$ cat src/rtl/dual_edge_gearbox.sv
// Dual-edge capture gearbox: packs each rising/falling sample pair of data_i
// into one 2*WIDTH word and queues it in a show-ahead FIFO with valid/ready drain.
module dual_edge_gearbox #(
  parameter int WIDTH = 8,
  parameter int DEPTH = 4
) (
  input  logic                       clk_i,
  input  logic                       arst_ni,
  input  logic [WIDTH-1:0]           data_i,
  input  logic                       en_i,
  input  logic                       clr_i,
  output logic [2*WIDTH-1:0]         data_o,
  output logic [1:0]                 strb_o,
  output logic                       valid_o,
  input  logic                       ready_i,
  output logic [$clog2(DEPTH+1)-1:0] count_o,
  output logic                       overflow_o
);

  localparam int PW = (DEPTH > 1) ? $clog2(DEPTH) : 1;
  localparam int CW = $clog2(DEPTH+1);
  localparam int EW = 2*WIDTH + 2;

  // Handshake: a word moves out at a rising edge where valid_o && ready_i;
  // valid_o never depends on ready_i, and the head stays stable until popped.

  logic [WIDTH-1:0] rise_q, fall_q;
  logic             rv_q, fv_q;

  logic [EW-1:0]    mem [DEPTH];
  logic [PW-1:0]    wr_ptr_q, rd_ptr_q;
  logic [CW-1:0]    count_q;
  logic             ovf_q;

  logic             push_req, full, valid, pop, push, drop;
  logic [EW-1:0]    head;

  function automatic logic [PW-1:0] ptr_inc(input logic [PW-1:0] p);
    return (p == PW'(DEPTH-1)) ? '0 : p + PW'(1);
  endfunction

  always_ff @(posedge clk_i or negedge arst_ni) begin
    if (!arst_ni) begin
      rise_q <= '0;
      rv_q   <= 1'b0;
    end else begin
      rise_q <= en_i ? data_i : '0;
      rv_q   <= en_i;
    end
  end

  always_ff @(negedge clk_i or negedge arst_ni) begin
    if (!arst_ni) begin
      fall_q <= '0;
      fv_q   <= 1'b0;
    end else begin
      fall_q <= en_i ? data_i : '0;
      fv_q   <= en_i;
    end
  end

  // A full FIFO still accepts a push when the head leaves at the same edge.
  always_comb begin
    push_req = rv_q | fv_q;
    full     = (count_q == CW'(DEPTH));
    valid    = (count_q != '0);
    pop      = valid & ready_i & ~clr_i;
    push     = push_req & ~clr_i & (~full | pop);
    drop     = push_req & ~clr_i & full & ~pop;
  end

  always_ff @(posedge clk_i or negedge arst_ni) begin
    if (!arst_ni) begin
      wr_ptr_q <= '0;
      rd_ptr_q <= '0;
      count_q  <= '0;
      ovf_q    <= 1'b0;
    end else if (clr_i) begin
      wr_ptr_q <= '0;
      rd_ptr_q <= '0;
      count_q  <= '0;
      ovf_q    <= 1'b0;
    end else begin
      if (push) wr_ptr_q <= ptr_inc(wr_ptr_q);
      if (pop)  rd_ptr_q <= ptr_inc(rd_ptr_q);
      case ({push, pop})
        2'b10:   count_q <= count_q + CW'(1);
        2'b01:   count_q <= count_q - CW'(1);
        default: count_q <= count_q;
      endcase
      if (drop) ovf_q <= 1'b1;
    end
  end

  always_ff @(posedge clk_i) begin
    if (push) mem[wr_ptr_q] <= {fv_q, rv_q, fall_q, rise_q};
  end

  always_comb begin
    head       = mem[rd_ptr_q];
    data_o     = valid ? head[2*WIDTH-1:0] : '0;
    strb_o     = valid ? head[EW-1:2*WIDTH] : 2'b00;
    valid_o    = valid;
    count_o    = count_q;
    overflow_o = ovf_q;
  end

endmodule

$ cat config.mk
export PLATFORM = sky130hd
export DESIGN_NAME = dual_edge_gearbox
export DESIGN_NICKNAME = d
export VERILOG_FILES = /design/src/rtl/dual_edge_gearbox.sv
export SDC_FILE = /design/constraint.sdc
export NUM_CORES = 1
export LEC_CHECK = 0
export ABC_CLOCK_PERIOD_IN_PS = 5700
export BUFFER_PORTS_ARGS = -buffer_cell sky130_fd_sc_hd__buf_2
export CORE_ASPECT_RATIO = 0.9
export CORE_MARGIN = 4
export CORE_UTILIZATION = 35
export DETAILED_ROUTE_END_ITERATION = 10
export PLACE_DENSITY = 0.57
export SLEW_MARGIN = 20
export SYNTH_ARGS = -nofsm -noshare
export SYNTH_HDL_FRONTEND = slang
export SYNTH_SLANG_ARGS = --single-unit
$ cat constraint.sdc
create_clock -name clk_i -period 5.7 [get_ports clk_i]
set_input_delay 0 -clock clk_i [delete_from_list [all_inputs] [get_ports clk_i]]
set_output_delay 0 -clock clk_i [all_outputs]
set_load 0.1 [all_outputs]
# Word-level counts from Yosys, hierarchy flattened
# Memory sizes are Yosys's and may differ from the RTL's.
# Cells that the tools add are included.
# W data, S select, Z words.
# classes
n_addsub	4
eq_ne	5
muxes	15
bitwise_logic	11
n_reduce_logical	5
# ops
op	n
$mux W16	1
$mux W2	7
$mux W8	1
$and A1 B1 Y1	6
$eq A2 B2 Y1 const B	3
$pmux W3 S2	1
$reduce_bool A2 Y1	3
$reduce_bool A3 Y1	2
$add A2 B1 Y2 const B	2
$mux W1	4
$add A3 B1 Y3 const B	1
$eq A3 B3 Y1 const B	1
$mux W3	1
$not A1 Y1	3
$sub A3 B1 Y3 const B	1
$eq A2 B1 Y1 const B	1
$or A1 B1 Y1	2
# totals
regBits	26
ram_bits	72
in_bits	13
out_inout_bits	23
wordCells	49
mem_count	1
# memory_table
memory	depth	word_bits	read_ports	rd_clocked_by_memory_dff	wr	line_no	source
mem	4	18	1	0	1	30	logic [EW-1:0] mem [DEPTH];

# Longest topological paths before layout
# Gate-level depths: netlist (run 1).
# depth
ltp_word	8
ltp_mapped	7
ltp_nobuf	6

==> results of run 1 <==
==> routing by layer <==
layer,vias up,part of all wire
met3,6,0.034
li1,915,-
met5,-,0
met1,985,0.45
met2,30,0.51
met4,0,0.011
==> per-stage QoR <==
stage          power, mW  area [sq um]  std cells  setup slack [ns]  hold WS, ns
2_1_floorplan      1.581          3840        209            0.8532      -0.2956
3_3_place_gp       1.729          4185        374            0.8064      0.06155
3_5_place_dp       1.733          4185        374            0.7096      0.06605
4_1_cts            2.321          4578        400            0.7137    0.0001671
5_1_grt            2.395          4578        400            0.4857      0.02975
6_report           2.289          4578        400            0.7204      0.01055
==> worst reg2reg max path: cells and delay by family (launching register included) <==
family	cells	cell delay [ns]
AND/OR/NAND/NOR	3	1.08
flip-flops	1	0.47
adder cells (fa/ha/maj)	1	0.24
AO/OA/AOI/OAI	2	0.24
==> cells in the mapped netlist, types with 2 or more instances <==
master	instances	share of area
edfxtp_1	72	0.56
nor2b_1	21	0.034
mux4_2	18	0.11
dfrtp_1	17	0.11
and2_1	12	0.020
dfrtn_1	9	0.059
o21ai_0	7	0.0091
a21oi_1	5	0.0065
ha_1	5	0.016
buf_2	4	0.0052
nor2_1	4	0.0039
nor3_1	4	0.0052
or4_1	4	0.0078
clkbuf_1	3	0.0029
inv_1	3	0.0029
buf_4	2	0.0039
nand2b_1	2	0.0033
or3_1	2	0.0033
==> report_power, final <==
group	leakage [nW]	internal (mW)	total [mW]	switching, mW
combinational	0.557	0.185	0.843	0.658
sequential	1.00	0.821	0.867	0.0455
clock	0.142	0.316	0.580	0.264
total	1.70	1.32	2.29	0.967
==> state kept, by name, summed over array words and instances (netlist names) <==
signal and count:
count_o 3, fall_q 8, fv_q 1, mem 72
overflow_o 1, rd_ptr_q 2, rise_q 8, rv_q 1
wr_ptr_q 2
==> layout make-up <==
cell class,count,share of cell area
Sequential cell,98,0.6144
Timing Repair Buffer,51,0.06996
Clock buffer,10,0.05220
Inverter,3,0.002460
Tap cell,133,0.03635
Multi-Input combinational cell,99,0.2129
Clock inverter,6,0.01175
==> cells in the final DEF (no fill, tap or decap), types with 2 or more instances in the layout <==
cell type,Yosys,layout
mux4_2,18,18
o21ai_0,7,7
nor3_1,4,3
buf_2,4,35
or4_1,4,4
dlygate4sd3_1,0,10
nor2_1,4,4
edfxtp_1,72,72
dfrtn_1,9,9
or3_1,2,2
clkbuf_16,0,9
buf_4,2,6
inv_1,3,3
and2_1,12,12
a21oi_1,5,5
nand2b_1,2,2
ha_1,5,5
nor2b_1,21,21
dfrtp_1,17,17
inv_6,0,3
==> worst max path at each step <==
stage          start         end  slack [ns]
2_1_floorplan   fv_q  count_o[2]        0.85
3_3_place_gp    fv_q  mem[3][12]        0.81
3_5_place_dp    fv_q   mem[3][9]        0.71
4_1_cts         fv_q   mem[3][6]        0.71
5_1_grt         fv_q   mem[3][6]        0.49
6_report        fv_q  count_o[2]        0.72
==> cell families (layout without fill, tap and decap cells) <==
family | Yosys count | count (layout) | share of synthesized area
compound gates | 19 | 19 | 0.03128
fa+ha+maj | 6 | 6 | 0.02151
buf+inv | 12 | 70 | 0.01499
flops | 98 | 98 | 0.7325
mux | 20 | 20 | 0.1111
simple gates | 54 | 54 | 0.08863
==> impl_metrics.toml, run 1 <==
[cts]
clock_sinks = 98
cts_resized = 0
htreeDepth = 3
cts_hold_buffers = 10
ctsRootBufferMaster = "clkbuf_16"
cts_tree = "yes"
max-clock-path-buffers = 2
post_cts_buffers = 0
clk-insertion-delay-late_ns = 0.34
path_clk_slew_ns = 0.07
cts_buffers = 9

[grt]
grt_pass1_vias = 2043
gr-total-overflow = 0
track_usage = 0.1195
grt_use_met1 = 0.1537
grt_use_met2 = 0.1991
top_usage_layer = "met2"
grt_max_degree = 27
antenna_found_initial = 0
grt_pass1_wl_um = 11320
gr-usage-met3 = 0.03100

[synth]
synth_edf_count = 72
yosys_warnings = 0
yosysSeqAreaShare = 0.7325
syn-instance-count = 209
async_flop_share = 0.2653
syn-num-nets = 228
ys_seq_elements = 98
synth_top_flop_cell = "edfxtp_1"
syn_area_per_cell_sq_um = 18.37
netlist_area_sq_um = 3840
synth.distinct_cells = 33

[finish]
finish.net_count = 281
layout-drive-gt1-share = 0.2996
diodes = 0
fin_util = 0.4253
num-fill-cells = 952
register_area_sq_um = 2813
multi_input_area_sq_um = 974.7
layout-area-overhead-vs-synth_pct = 19.22

[worst_setup_path]
cp.required_ns = 5.94
cp_num_buf_inv = 0
path_cells = "or3b_4 -> nor3_1 -> fa_1 -> o21ai_0 -> or4_1 -> o311ai_1"
crit_path_max_incr_delay_ns = 0.47
crit_path_max_fanout = 13
worst_ep_arrival_time_ns = 5.22
slowest_stage = "dfrtn_1"
r2r_start = "fv_q"
r2r-end = "count_o[2]"
path_delay_family = "simple AND/OR/NAND/NOR gates"
cp.depth = 6
r2r_slack_ns = 0.72
ff2ff_path_depth = 6
critPathLaunchType = "register"
crit_path_end_kind = "register"
path_class = "reg2reg"

[hold_path]
min_to = "rd_ptr_q[0]"
hp-start = "clr_i"
hp-class = "in2reg"
min_path_cells = 2

[timing]
finalHoldViolCount = 0
relSlewSlack = 0.3736
tns_ns = 0
final.setup_skew_ns = 0.007380
finalSetupViolCount = 0
tightest_slew_ns = 0.9396
maxSlewViolCount = 0
rsz0062_at_grt = "no"

[power_and_ir_drop]
p_per_area_nw_per_um2 = 500.1
irDropWorstVdd_uv = 236.6
leakage_nw = 1.703

[placement]
place_hpwl_um = 4298
placement.io_buffers = 35
gp_congestion = 0.7040

[drt]
dr.pass1.iters = 4
routed_wl_um = 6991
wire_per_inst_um = 17.48
post-route-drc-count = 0
via_per_inst = 4.840
ant_nets = 0
num_vias = 1936
drt-initial-drc-count = 86

[flow_run]
maxCapViolations = 0

[floorplan]
rows = 36
io_pins = 36
dieHeight_um = 107.4
design.core.area_sq_um = 10770
initial_utilization = 0.3567
fp.dieW_um = 118.4
die_area_sq_um = 12710

[outcome]
outcome = "finished clean"
Power figures use the tool's default switching activity.
==> run 2, diff against run 1 <==
--- a/config.mk
+++ b/config.mk
@@ -5,7 +5,7 @@
 export SDC_FILE = /design/constraint.sdc
 export NUM_CORES = 1
 export LEC_CHECK = 0
-export ABC_CLOCK_PERIOD_IN_PS = 5700
+export ABC_CLOCK_PERIOD_IN_PS = 5000
 export BUFFER_PORTS_ARGS = -buffer_cell sky130_fd_sc_hd__buf_2
 export CORE_ASPECT_RATIO = 0.9
 export CORE_MARGIN = 4
==> constraint.sdc (replaced) <==
create_clock -name clk_i -period 5 [get_ports clk_i]
set_input_delay 0 -clock clk_i [delete_from_list [all_inputs] [get_ports clk_i]]
set_output_delay 0 -clock clk_i [all_outputs]
set_load 0.1 [all_outputs]
==> run 2 against run 1 <==
Effect of this change:
- critical path depth unchanged
- cell count increased by 0.25%
- critical path type unchanged
- worst setup slack got worse by 0.15 ns
- largest cell class unchanged
- flip-flop and latch count unchanged
- die area unchanged
- wire length decreased by 3.0%
- first-iteration DRC count decreased by 12%
==> impl_metrics.toml, run 2 (synthesized netlist as in run 1, its figures left out) <==
[outcome]
outcome = "finished clean"

[placement]
place_inst = 375
postPlaceCellArea_sq_um = 4193
placement.io_buffers = 35
pre_cts_ws_ns = 0.5875
gp_congestion = 0.7030
place_hpwl_um = 4067

[cts]
cts_resized = 0
cts_buffers = 9
cts_hold_buffers = 10
htreeDepth = 3
ctsRootBufferMaster = "clkbuf_16"
max-clock-path-buffers = 2
clk-insertion-delay-late_ns = 0.34
cts_tree = "yes"
path_clk_slew_ns = 0.07
clock_sinks = 98
post_cts_buffers = 0

[worst_setup_path]
path_class = "reg2reg"
cp.required_ns = 5.24
crit_path_max_fanout = 3
crit_path_end_kind = "register"
worst_ep_arrival_time_ns = 4.66
critPathLaunchType = "register"

[floorplan]
fp.dieW_um = 118.4
rows = 36
design.core.area_sq_um = 10770
io_pins = 36
initial_utilization = 0.3567
dieHeight_um = 107.4
die_area_sq_um = 12710

[timing]
setup_ws_ns = 0.5735
maxSlewViolCount = 0
tightest_slew_ns = 0.9339
rsz0062_at_grt = "no"
relSlewSlack = 0.3774
finalHoldViolCount = 0
whs_ns = 0.01333
tns_ns = 0
finalSetupViolCount = 0
final.setup_skew_ns = 0.01102

[finish]
stdcell_area_sq_um = 4591
layout-drive-gt1-share = 0.3022
mostFrequentLayoutCells = "edfxtp_1, buf_2, nor2b_1"
layout.cells.non_filler = 401
register_area_sq_um = 2813
top_register = "mem"
largest_register_ffs = 72
multi_input_area_sq_um = 974.7
diodes = 0
finish.net_count = 282
largest_registers = "mem x72, fall_q x8, rise_q x8"
final_common_cell = "edfxtp_1"
num-fill-cells = 944
layout-area-overhead-vs-synth_pct = 19.55

[grt]
antenna_found_initial = 0
track_usage = 0.1165
grt_pass1_wl_um = 11210
grt_pass1_vias = 2102
gr-total-overflow = 0
grt_max_degree = 27

[drt]
ant_nets = 0
drt-initial-drc-count = 76
via_per_inst = 4.940
post-route-drc-count = 0
num_vias = 1981
routed_wl_um = 6780
dr.pass1.iters = 4
wire_per_inst_um = 16.91

[power_and_ir_drop]
irDropWorstVdd_uv = 271.5
p_per_area_nw_per_um2 = 568.6
leakage_nw = 1.714

[hold_path]
hp-class = "in2reg"

[flow_run]
maxCapViolations = 0
[run 2: cell count changes in the layout (fill, tap and decap cells not counted), sizes merged]
cell      previous run  this run
clkinv               1         4
inv                  7         6
clkinvlp             1         0
clkbuf              10         9
buf                 41        42
[run 2: worst max-delay path, stage by stage (launching register included)]
cell and delay (ns):
dfrtn_1 0.34, or3b_4 0.40, nor3_1 0.19, fa_1 0.24
o21ai_0 0.13, or4_1 0.42, o311ai_1 0.10
[run 2: metrics by stage]
| step | power [mW] | util |
|---|---|---|
| after floorplan | 1.803 | - |
| after global placement | 1.969 | 0.3895 |
| after detailed placement | 1.978 | 0.3895 |
| after CTS | 2.644 | 0.4264 |
| after global routing | 2.723 | 0.4264 |
| final | 2.610 | 0.4264 |
[run 2: path summary, 6_finish.rpt]
path / slack [ns] / to / start / cells past startpoint
setup / recovery: 0.57 / count_o[2] / fv_q / 6
hold / removal: 0.01 / rd_ptr_q[0] / clr_i / 2
setup reg to reg: 0.57 / count_o[2] / fv_q / 6
hold reg to reg: 0.50 / overflow_o / overflow_o / 2
max in group asynchronous: 1.92 / fall_q[7] / arst_ni / 2
min in group asynchronous: 0.23 / rise_q[5] / arst_ni / 2
[run 2: final cells by class]
cell class                 count  area share
clock buffer                   9     0.04906
inverter                       3    0.002453
timing repair buffer          52     0.07141
sequential                    98      0.6127
tap                          133     0.03625
clock inverter                 7     0.01581
multi-input combinational     99      0.2123
[run 2: metal layers]
metal	up-vias	share of wire	global-route usage	wire [um]
met2	28	0.51	0.2007	3478
li1	918	-	-	-
met4	0	0.012	0.03474	83
met1	1028	0.45	0.1465	3070
met3	7	0.022	0.02943	148
met5	-	0	0	0
[run 2: where the power goes]
group          switching (mW)  internal, mW  leakage, nW  total (mW)
sequential             0.0505         0.936         1.00       0.986
clock                   0.308         0.353        0.148       0.661
combinational           0.752         0.211        0.561       0.963
total                    1.11          1.50         1.71        2.61
